`src/rtl/ltpi_gpio_pkg.sv`:
```
// Shared definitions for the LTPI low-latency GPIO input path.
package ltpi_gpio_pkg;

  localparam int unsigned LTPI_LL_GPIO_WIDTH         = 16;
  localparam int unsigned LTPI_GPIO_DEBOUNCE_DEFAULT = 250;

  typedef enum logic {
    IDLE  = 1'b0,
    COUNT = 1'b1
  } debounce_state_t;

endpackage : ltpi_gpio_pkg

```
`src/rtl/ltpi_gpio_debounce_bit.sv`:
```
// Single-bit synchronizer plus debounce filter.
// With LTPI_LL_GPIO_DEBOUNCE_EN defined a per-bit counter/FSM accepts a new
// level only after DEBOUNCE_CYCLES consecutive mismatching samples; otherwise
// the synchronized value is registered straight into stable.
module ltpi_gpio_debounce_bit
  import ltpi_gpio_pkg::*;
#(
  parameter int unsigned DEBOUNCE_CYCLES = LTPI_GPIO_DEBOUNCE_DEFAULT,
  parameter logic        RESET_VALUE     = 1'b0
) (
  input  logic clk,
  input  logic reset_n,
  input  logic pin,
  output logic stable
);

  logic sync1;
  logic sync2;

  // Two-flop synchronizer into the LTPI clock domain
  always_ff @(posedge clk or negedge reset_n) begin
    if (!reset_n) begin
      sync1 <= RESET_VALUE;
      sync2 <= RESET_VALUE;
    end else begin
      sync1 <= pin;
      sync2 <= sync1;
    end
  end

`ifdef LTPI_LL_GPIO_DEBOUNCE_EN

  localparam int unsigned      CNT_W    = $clog2(DEBOUNCE_CYCLES + 1);
  localparam logic [CNT_W-1:0] CNT_LAST = CNT_W'(DEBOUNCE_CYCLES - 1);

  debounce_state_t  state;
  debounce_state_t  state_nxt;
  logic [CNT_W-1:0] cnt;
  logic             mismatch;
  logic             last;
  logic             accept;
  logic             cnt_inc;

  assign mismatch = sync2 ^ stable;
  assign last     = (cnt == CNT_LAST);

  // State register plus the counter/stable datapath it controls
  always_ff @(posedge clk or negedge reset_n) begin
    if (!reset_n) begin
      state  <= IDLE;
      cnt    <= '0;
      stable <= RESET_VALUE;
    end else begin
      state <= state_nxt;
      cnt   <= cnt_inc ? cnt + CNT_W'(1) : '0;
      if (accept) begin
        stable <= sync2;
      end
    end
  end

  // Next state: enter COUNT on a fresh mismatch, leave on glitch end or acceptance
  always_comb begin
    state_nxt = state;
    unique case (state)
      IDLE:    if (mismatch && !last) state_nxt = COUNT;
      COUNT:   if (!mismatch || last) state_nxt = IDLE;
      default: state_nxt = IDLE;
    endcase
  end

  // Outputs: IDLE holds cnt at 0, so last in IDLE only occurs when DEBOUNCE_CYCLES is 1
  always_comb begin
    accept  = 1'b0;
    cnt_inc = 1'b0;
    unique case (state)
      IDLE, COUNT: begin
        accept  = mismatch && last;
        cnt_inc = mismatch && !last;
      end
      default: ;
    endcase
  end

`else

  // No filtering: stable tracks the synchronizer output every cycle
  always_ff @(posedge clk or negedge reset_n) begin
    if (!reset_n) begin
      stable <= RESET_VALUE;
    end else begin
      stable <= sync2;
    end
  end

`endif

endmodule : ltpi_gpio_debounce_bit

```
`src/rtl/ltpi_ll_gpio_in_cond.sv`:
```
// Low-latency GPIO input conditioner for the LTPI target.
// Synchronizes and (with LTPI_LL_GPIO_DEBOUNCE_EN) debounces each pin, gates
// the result with link alignment and flags per-bit changes while aligned.
module ltpi_ll_gpio_in_cond
  import ltpi_gpio_pkg::*;
#(
  parameter int unsigned      WIDTH           = LTPI_LL_GPIO_WIDTH,
  parameter int unsigned      DEBOUNCE_CYCLES = LTPI_GPIO_DEBOUNCE_DEFAULT,
  parameter logic [WIDTH-1:0] RESET_VALUE     = '0
) (
  input  logic             clk,
  input  logic             reset_n,
  input  logic [WIDTH-1:0] gpio_pin_in,
  input  logic             aligned,
  output logic [WIDTH-1:0] gpio_out,
  output logic             gpio_change,
  output logic [WIDTH-1:0] change_mask
);

  logic [WIDTH-1:0] stable;
  logic [WIDTH-1:0] mask_nxt;
  logic             aligned_d;

  for (genvar i = 0; i < WIDTH; i++) begin : g_bit
    ltpi_gpio_debounce_bit #(
      .DEBOUNCE_CYCLES (DEBOUNCE_CYCLES),
      .RESET_VALUE     (RESET_VALUE[i])
    ) u_bit (
      .clk     (clk),
      .reset_n (reset_n),
      .pin     (gpio_pin_in[i]),
      .stable  (stable[i])
    );
  end

  // Changes are reported only when aligned in both this and the previous
  // cycle, so alignment edges never raise a pulse
  always_comb begin
    mask_nxt = '0;
    if (aligned && aligned_d) begin
      mask_nxt = stable ^ gpio_out;
    end
  end

  // Alignment-gated output and change flag registers
  always_ff @(posedge clk or negedge reset_n) begin
    if (!reset_n) begin
      gpio_out    <= RESET_VALUE;
      change_mask <= '0;
      gpio_change <= 1'b0;
      aligned_d   <= 1'b0;
    end else begin
      gpio_out    <= aligned ? stable : RESET_VALUE;
      change_mask <= mask_nxt;
      gpio_change <= |mask_nxt;
      aligned_d   <= aligned;
    end
  end

endmodule : ltpi_ll_gpio_in_cond
```
`config.mk`:
```
export PLATFORM = sky130hd
export DESIGN_NAME = ltpi_ll_gpio_in_cond
export DESIGN_NICKNAME = d
export VERILOG_FILES = /design/src/rtl/ltpi_gpio_pkg.sv /design/src/rtl/ltpi_gpio_debounce_bit.sv /design/src/rtl/ltpi_ll_gpio_in_cond.sv
export SDC_FILE = /design/constraint.sdc
export NUM_CORES = 1
export LEC_CHECK = 0
export CORE_ASPECT_RATIO = 0.6
export CORE_MARGIN = 2
export CORE_UTILIZATION = 45
export CTS_CLUSTER_DIAMETER = 50
export CTS_CLUSTER_SIZE = 40
export DETAILED_ROUTE_END_ITERATION = 7
export PLACE_DENSITY = 0.72
export SYNTH_ARGS = -nofsm -noshare
export SYNTH_HDL_FRONTEND = slang
export SYNTH_SLANG_ARGS = --single-unit
```
`constraint.sdc`:
```
create_clock -name clk -period 1.7 [get_ports clk]
set_input_delay 0.425 -clock clk [delete_from_list [all_inputs] [get_ports clk]]
set_output_delay 0.425 -clock clk [all_outputs]
set_load 0.05 [all_outputs]
```
==> results.py, run 1 <==
metrics = {
    "run_status": {
        "run_status": "completed",
    },
    "global_route": {
        "grt_first_pass_wirelength_mm": 6.22,
        "grt_usage_pct": 14.6,
        "grt_pass1_vias": 1269,
        "grt_max_degree": 37,
        "overflow": 0,
        "antenna_found_initial": 0,
    },
    "clock_tree": {
        "clk_latency_ns": 0.35,
        "postCtsSetupBuffers": 0,
        "hold_buffers": 0,
        "clock-sinks": 82,
        "clk_pin_slew_ns": 0.08,
        "cts_resized": 0,
        "cts_tree": "built",
        "clockBufferDepth": 2,
        "cts_buffers": 9,
        "h-tree-depth": 3,
        "clock-root-buffer": "clkbuf_8",
    },
    "routing": {
        "drc": 0,
        "wl_per_cell_um": 13.8,
        "route.vias.total": 1215,
        "drtPass1Iterations": 4,
        "via_per_inst": 4.43,
        "initialDrtViolationCount": 67,
        "wirelength_mm": 3.78,
        "ant_nets": 0,
    },
    "critical_path": {
        "r2r_cells": 3,
        "path_cells": "buf_12",
        "cp.arrival_ns": 0.97,
        "end_kind": "primary output",
        "critical_path.max_fanout": 2,
        "r2r_end": "gpio_change$_DFF_PN0_",
        "start_kind": "flop",
        "reg2reg_slack_ns": 0.33,
        "crit_buf_inv": 1,
        "startpoint": "gpio_out[8]$_DFF_PN0_",
        "max_stage_delay_ns": 0.45,
        "critPathKind": "flop to primary output",
        "required_ns": 1.27,
        "r2r-start": "g_bit[10].u_bit.stable$_DFF_PN0_",
        "critPathSlowestCell": "dfrtp_1",
        "crit_family": "flip-flops",
    },
    "power_and_ir_drop": {
        "p_leak_nw": 1.52,
        "p_sw_mw": 0.967,
        "p_clk_share_pct": 34.8,
        "intPower_mw": 2.89,
        "p_sw_share_pct": 25.1,
        "combinationalPowerShare_pct": 10.8,
        "seqPwrFrac_pct": 54.4,
        "powerDensity_mw_per_mm2": 1180,
        "peakVddDrop_mv": 0.681,
    },
    "sta": {
        "relSlewSlack_pct": 68.5,
        "finalHoldViolCount": 0,
        "rsz0062_at_grt": "no",
        "fmaxAchievable_mhz": 717,
        "fin_worst_skew_ns": 0.00591,
        "min_period_over_period_pct": 82.0,
        "finalSetupViolations": 0,
        "fin_crit_ns": 1.39,
        "timing.setup.tns_ns": 0,
        "worst_pin_slew_ns": 0.471,
        "maxSlewViolCount": 0,
    },
    "floorplanning": {
        "dieWidth_um": 99.0,
        "initial_core_util_pct": 47.5,
        "coreArea_mm2": 0.00513,
        "die-area_mm2": 0.00604,
        "std_cell_rows": 20,
        "die_h_um": 61.0,
        "ios": 52,
    },
    "logic_synthesis": {
        "synth.cell_area_mm2": 0.00244,
        "synth_area_leaders": "dfrtp_1 (84%), xnor2_1 (4.3%), and2_1 (4.1%)",
        "synth_most_common_cell": "dfrtp_1",
        "syn_area_per_cell_um2": 17.5,
        "synth_top_area_share_pct": 84.1,
        "syn_nets": 158,
        "synth_edf_count": 0,
        "synthArstFlopShare_pct": 100,
        "yosysUniqueCellTypes": 11,
        "synth_seq_area_share_pct": 84.1,
        "post_synth_inst_count": 139,
        "synthFlopType": "dfrtp_1",
        "synth-seq-cells": 82,
        "post_synth_most_frequent_cells": "dfrtp_1 (82), and2_1 (16), nor2_1 (16), xnor2_1 (12)",
        "synth_top_area_cell": "dfrtp_1",
        "ys.warnings.count": 0,
    },
    "place": {
        "portBuffers": 51,
        "gp_congestion": 0.783,
        "place_inst": 258,
        "dp_hpwl_mm": 2.79,
        "placement.cell_area_mm2": 0.00308,
    },
    "job": {
        "drv_cap": 0,
    },
    "final_layout": {
        "nets": 222,
        "diodes": 0,
        "area_growth_pct": 34.3,
        "drive_above_1_share_pct": 27.9,
        "final_area_mm2": 0.00327,
        "final_cells": 274,
    },
    "worst_hold_path": {
        "hp-class": "input port to async pin",
    },
}
-- worst max-delay path by stage --
stage | slack [ns] | end | cells past startpoint
after global placement | 0.26 | change_mask[2]$_DFF_PN0_ | 3
after CTS | 0.27 | gpio_out[14] | 1
after global routing | 0.25 | gpio_out[14] | 1
final | 0.31 | gpio_out[8] | 1
after detailed placement | 0.16 | change_mask[0]$_DFF_PN0_ | 3
after floorplan | 0.26 | gpio_change$_DFF_PN0_ | 3
-- cell families (layout without fill, tap and decap cells) --
family,after synthesis,count (layout),synth area share [%]
buffers and inverters,2,71,0.359
AO/OA/AOI/OAI,1,1,0.462
XOR/XNOR,16,16,6.98
flip-flops,82,82,84.1
AND/OR/NAND/NOR,38,38,8.06
-- metrics by stage --
stage	hold WS [ns]	util (%)	power [mW]	setup WS, ns
after global routing	0.0256	63.8	4.04	0.250
after CTS	0.0160	63.8	3.92	0.270
after global placement	0.332	60.0	2.55	0.257
final	0.0225	63.8	3.86	0.306
after floorplan	0.129	-	2.34	0.255
after detailed placement	0.335	60.0	2.56	0.157
-- cell usage in the layout (no fill, tap or decap) --
master / instances
nand2_1: 1
clkbuf_8: 9
clkbuf_1: 1
clkdlybuf4s50_1: 17
and2_1: 16
buf_4: 29
xnor2_1: 12
nand4_1: 4
and2_2: 1
dfrtp_1: 82
clkinv_2: 1
clkinvlp_4: 3
nor2_1: 16
buf_12: 9
bufinv_16: 1
xnor2_2: 4
inv_6: 1
o41a_1: 1
-- power groups by stage --
stage / Combinational, mW / Sequential, mW / Clock (mW)
6_report: 0.416 / 2.10 / 1.34
5_1_grt: 0.443 / 2.11 / 1.48
2_1_floorplan: 0.0760 / 2.27 / 0
4_1_cts: 0.422 / 2.10 / 1.39
3_3_place_gp: 0.413 / 2.14 / 0
3_5_place_dp: 0.421 / 2.14 / 0
-- state kept, by name, indices dropped and copies added, names as in the netlist --
register / count
change_mask: 16
g_bit.u_bit.stable: 16
g_bit.u_bit.sync1: 16
g_bit.u_bit.sync2: 16
gpio_out: 16
aligned_d: 1
gpio_change: 1
-- layout make-up --
| type | instances | area (um^2) |
|---|---|---|
| Clock inverter | 6 | 66.3 |
| Tap cell | 66 | 82.6 |
| Fill cell | 369 | 1860 |
| Multi-Input combinational cell | 55 | 378 |
| Clock buffer | 10 | 128 |
| Timing Repair Buffer | 55 | 568 |
| Sequential cell | 82 | 2050 |
-- metal layers --
layer	vias to the layer above	GRT usage (%)	wire length, um
li1	567	-	-
met1	607	18.4	1660
met2	39	21.8	1810
met3	2	8.51	279
met4	0	4.70	25
met5	-	0	0
(Power assumes the default switching activity.)
==> inputs of run 2 (changes only) <==
Clock period 1.7 ns to 1.3 ns, I/O delays scaled along.
==> run 2 against run 1 <==
Net effect:
- the flow now finishes with violations (setup timing)
- first-iteration DRC count up 34%
- power rose by 38%
- clock power grew 38%
- combinational power rose by 68%
- via count up 4.1%
- critical path depth is 1 higher
- count of clock-buffer cells in the layout grew 1
- global-route usage is 1.9 points higher
- sequential share of layout area decreased by 7.7 points
- sequential cell count unchanged
- critical path type unchanged
- critical endpoint is now gpio_out[7]
==> results.py, run 2 (synthesized netlist as in run 1, its figures left out) <==
metrics = {
    "run_status": {
        "run_status": "finished with violations",
        "violations": "setup timing",
    },
    "global_route": {
        "grt_usage_pct": 16.5,
        "antenna_found_initial": 0,
        "grt_first_pass_wirelength_mm": 6.95,
        "overflow": 0,
        "grt_pass1_vias": 1354,
        "grt_max_degree": 83,
    },
    "place": {
        "place_ws_ns": -0.0301,
        "place_inst": 263,
        "portBuffers": 51,
        "placement.cell_area_mm2": 0.00349,
        "gp_congestion": 0.747,
        "dp_hpwl_mm": 2.92,
    },
    "sta": {
        "rsz0062_at_grt": "yes",
        "finalHoldViolCount": 0,
        "hold_ws_ns": 0.349,
        "min_period_over_period_pct": 105,
        "fmaxAchievable_mhz": 733,
        "finalSetupViolations": 7,
        "relSlewSlack_pct": 73.8,
        "worst_pin_slew_ns": 0.393,
        "worst_slack_ns": -0.0650,
        "fin_crit_ns": 1.37,
        "maxSlewViolCount": 0,
        "fin_worst_skew_ns": 0.0133,
    },
    "final_layout": {
        "register_area_mm2": 0.00207,
        "final_common_cell": "dfrtp_1",
        "area_growth_pct": 54.4,
        "n_fill_cell": 293,
        "nets": 229,
        "most-common-layout-cells": "dfrtp_1 (66), buf_12 (34), clkdlybuf4s50_1 (17)",
        "final_cells": 281,
        "final_area_mm2": 0.00377,
        "postLayoutCoreUtil_pct": 73.4,
        "diodes": 0,
        "drive_above_1_share_pct": 40.9,
        "multiInputGateArea_um2": 442,
    },
    "clock_tree": {
        "clock-sinks": 82,
        "clockBufferDepth": 2,
        "clock-root-buffer": "clkbuf_8",
        "h-tree-depth": 3,
        "cts_tree": "built",
        "clk_pin_slew_ns": 0.08,
        "cts_buffers": 9,
        "clk_latency_ns": 0.34,
    },
    "worst_hold_path": {
        "min-delay-start": "g_bit[8].u_bit.sync2$_DFF_PN0_",
        "worst_hold_path.endpoint": "g_bit[8].u_bit.stable$_DFF_PN0_",
        "holdPathStages": 0,
        "hp-class": "flop to flop",
    },
    "routing": {
        "wl_per_cell_um": 15.6,
        "drc": 0,
        "initialDrtViolationCount": 90,
        "wirelength_mm": 4.40,
        "route.vias.total": 1265,
        "ant_nets": 0,
        "drtPass1Iterations": 4,
        "via_per_inst": 4.50,
    },
    "power_and_ir_drop": {
        "powerDensity_mw_per_mm2": 1420,
        "p_leak_nw": 1.68,
        "peakVddDrop_mv": 1.07,
    },
    "critical_path": {
        "critPathKind": "flop to primary output",
        "reg2reg_slack_ns": -0.03,
        "r2r_end": "gpio_change$_DFF_PN0_",
        "r2r-start": "gpio_out[10]$_DFF_PN0_",
        "start_kind": "flop",
        "required_ns": 0.98,
        "end_kind": "primary output",
        "r2r_cells": 3,
        "critical_path.max_fanout": 2,
        "cp.arrival_ns": 1.04,
    },
    "floorplanning": {
        "die-area_mm2": 0.00604,
        "std_cell_rows": 20,
        "dieWidth_um": 99.0,
        "ios": 52,
        "initial_core_util_pct": 47.5,
        "coreArea_mm2": 0.00513,
        "die_h_um": 61.0,
    },
    "job": {
        "drv_cap": 0,
    },
}
-- run 2: cell types whose count changed in the layout (fill, tap and decap cells not counted), moves of 6 or more --
cell,delta
buf_12,+25
buf_4,-25
buf_6,+6
dfrtp_1,-16
dfrtp_2,+16
xnor2_1,-7
xnor2_2,+6
-- run 2: layer usage --
layer	GRT usage [%]	vias to the layer above	share of wire [%]
met2	27.5	35	51
met5	0	-	0
met1	19.7	642	40
met3	6.92	12	5.8
met4	7.05	0	2.8
li1	-	576	-
-- run 2: area by class of cell --
type / instances / area share [%]
Clock buffer: 11 / 4.02
Tap cell: 66 / 2.19
Timing Repair Buffer: 62 / 25.4
Clock inverter: 5 / 1.59
Multi-Input combinational cell: 55 / 11.7
Sequential cell: 82 / 55.0
-- run 2: power by group --
group | switching, mW | internal [mW] | leakage (nW)
sequential | 0.102 | 2.68 | 0.984
combinational | 0.343 | 0.355 | 0.586
clock | 0.849 | 0.998 | 0.106
total | 1.29 | 4.04 | 1.68
-- run 2: worst max path at each step --
stage	startpoint	to	cells past startpoint
2_1_floorplan	gpio_out[14]$_DFF_PN0_	gpio_change$_DFF_PN0_	3
3_3_place_gp	gpio_out[0]$_DFF_PN0_	gpio_change$_DFF_PN0_	3
3_5_place_dp	gpio_out[4]$_DFF_PN0_	gpio_change$_DFF_PN0_	3
4_1_cts	gpio_out[7]$_DFF_PN0_	gpio_out[7]	2
5_1_grt	gpio_out[7]$_DFF_PN0_	gpio_out[7]	2
6_report	gpio_out[7]$_DFF_PN0_	gpio_out[7]	2
-- run 2: worst max-delay path, cell delays in order (launching register included) --
cell and delay [ns]:
dfrtp_2 0.44, buf_6 0.13, buf_12 0.13
-- run 2: stage by stage --
stage               TNS [ns]  total power, mW
finish                -0.324             5.33
CTS                   -0.499             5.38
global placement           0             3.48
global route          -0.618             5.55
detailed placement   -0.0301             3.51
floorplan           -0.00787             3.09
-- run 2: repair_timing --
item | in CTS | in global routing
setup buffers | 1 | 0
hold buffers | 1 | 0
pin swaps | 3 | 1
gates cloned | 0 | 0
endpoints found under the hold margin | 30 | 0
gates resized for setup | 5 | 4
setup endpoints to repair | 8 | 8
==> inputs of run 3 (changes only) <==
Settings changed: ABC_CLOCK_PERIOD_IN_PS from default to 1300, CORE_ASPECT_RATIO 0.6 to 0.8, CTS_CLUSTER_SIZE 40 to default.
==> run 3 against run 2 <==
Net effect:
- the flow still finishes with violations (setup timing)
- sequential power barely moved
- worst hold slack better by 0.00086 ns
- wire length is 2.3% higher
- sequential cell count is the same
- register-to-register slack got worse by 0.03 ns
- sequential share of layout area is 0.69 points lower
==> results.py, run 3 (synthesized netlist as in run 1, its figures left out) <==
metrics = {
    "final_layout": {
        "postLayoutCoreUtil_pct": 74.5,
        "area_growth_pct": 56.4,
        "most-common-layout-cells": "dfrtp_1 (66), buf_12 (35), clkdlybuf4s50_1 (17)",
        "final_area_mm2": 0.00381,
        "diodes": 0,
        "drive_above_1_share_pct": 42.9,
        "final_cells": 281,
        "nets": 233,
        "final_common_cell": "dfrtp_1",
    },
    "sta": {
        "fmaxAchievable_mhz": 730,
        "rsz0062_at_grt": "yes",
        "min_period_over_period_pct": 105,
        "fin_crit_ns": 1.37,
        "worst_pin_slew_ns": 0.334,
        "worst_slack_ns": -0.0706,
        "fin_worst_skew_ns": 0.00737,
        "hold_ws_ns": 0.350,
        "finalSetupViolations": 8,
        "timing.setup.tns_ns": -0.466,
        "maxSlewViolCount": 0,
        "finalHoldViolCount": 0,
        "relSlewSlack_pct": 77.8,
    },
    "power_and_ir_drop": {
        "powerDensity_mw_per_mm2": 1380,
        "p_total_mw": 5.27,
        "peakVddDrop_mv": 0.795,
        "p_leak_nw": 1.70,
    },
    "routing": {
        "drc": 0,
        "wirelength_mm": 4.50,
        "route.vias.total": 1312,
        "drtPass1Iterations": 4,
        "via_per_inst": 4.67,
        "ant_nets": 0,
        "wl_per_cell_um": 16.0,
        "initialDrtViolationCount": 60,
    },
    "worst_hold_path": {
        "min-delay-start": "g_bit[6].u_bit.sync2$_DFF_PN0_",
        "hp-class": "flop to flop",
    },
    "global_route": {
        "grt_usage_pct": 16.0,
        "antenna_found_initial": 0,
        "grt_pass1_vias": 1419,
        "grt_max_degree": 46,
        "grt_first_pass_wirelength_mm": 7.12,
        "overflow": 0,
    },
    "critical_path": {
        "critical_path.max_fanout": 2,
        "end_kind": "primary output",
        "start_kind": "flop",
        "cp.arrival_ns": 1.05,
        "startpoint": "gpio_out[7]$_DFF_PN0_",
        "r2r-start": "gpio_out[4]$_DFF_PN0_",
        "required_ns": 0.98,
        "critPathKind": "flop to primary output",
    },
    "floorplanning": {
        "std_cell_rows": 23,
        "die_h_um": 69.8,
        "dieWidth_um": 86.3,
        "die-area_mm2": 0.00603,
        "initial_core_util_pct": 47.6,
        "coreArea_mm2": 0.00512,
        "ios": 52,
    },
    "place": {
        "place_inst": 261,
        "placement.cell_area_mm2": 0.00351,
        "portBuffers": 51,
        "dp_hpwl_mm": 3.00,
        "place_ws_ns": 0.00680,
        "gp_congestion": 0.730,
    },
    "clock_tree": {
        "h-tree-depth": 3,
        "clockBufferDepth": 2,
        "clk_pin_slew_ns": 0.08,
        "clock-root-buffer": "clkbuf_8",
        "clk_latency_ns": 0.34,
        "cts_buffers": 9,
        "cts_tree": "built",
        "clock-sinks": 82,
    },
    "run_status": {
        "run_status": "finished with violations",
        "violations": "setup timing",
    },
    "job": {
        "drv_cap": 0,
    },
}
## run 3: cell types whose count changed in the layout (fill, tap and decap cells not counted), sizes merged
cell,before,now
buf,44,48
clkbuf,11,10
clkinv,2,3
clkinvlp,1,2
inv,1,0
## run 3: routing by layer
layer / GRT usage (%) / up-vias / wire length [um]
li1: - / 587 / -
met1: 19.6 / 664 / 1790
met2: 25.6 / 44 / 2390
met3: 4.17 / 17 / 182
met4: 9.20 / 0 / 138
met5: 0 / - / 0
## run 3: where the power goes
| group | switching, mW | internal, mW | total, mW |
|---|---|---|---|
| clock network | 0.874 | 0.890 | 1.76 |
| registers | 0.102 | 2.68 | 2.78 |
| logic | 0.352 | 0.373 | 0.725 |
## run 3: layout make-up
class                           count  area, um^2
Clock buffer                       10         128
Clock inverter                      6        67.6
Fill cell                         266        1310
Multi-Input combinational cell     55         464
Sequential cell                    82        2070
Tap cell                           62        77.6
Timing Repair Buffer               66        1000
## run 3: critical path, cell delays in order, from the launching register on
cell	delay, ns
dfrtp_2	0.44
buf_6	0.13
buf_12	0.14
## run 3: path summary, 6_finish.rpt
check | end | slack, ns | depth (start not counted)
min reg2reg | g_bit[6].u_bit.stable$_DFF_PN0_ | 0.35 | 0
max | gpio_out[7] | -0.07 | 2
min | g_bit[6].u_bit.stable$_DFF_PN0_ | 0.35 | 0
max in group asynchronous | gpio_out[7]$_DFF_PN0_ | 0.33 | 3
max reg2reg | gpio_change$_DFF_PN0_ | -0.06 | 3
min in group asynchronous | gpio_out[15]$_DFF_PN0_ | 0.43 | 2
## run 3: timing repair
item	CTS	global route
hold buffers	1	0
hold endpoints to repair	24	0
resized for setup	9	4
setup endpoints to repair	8	11
pin swaps	0	3
buffers inserted	1	2
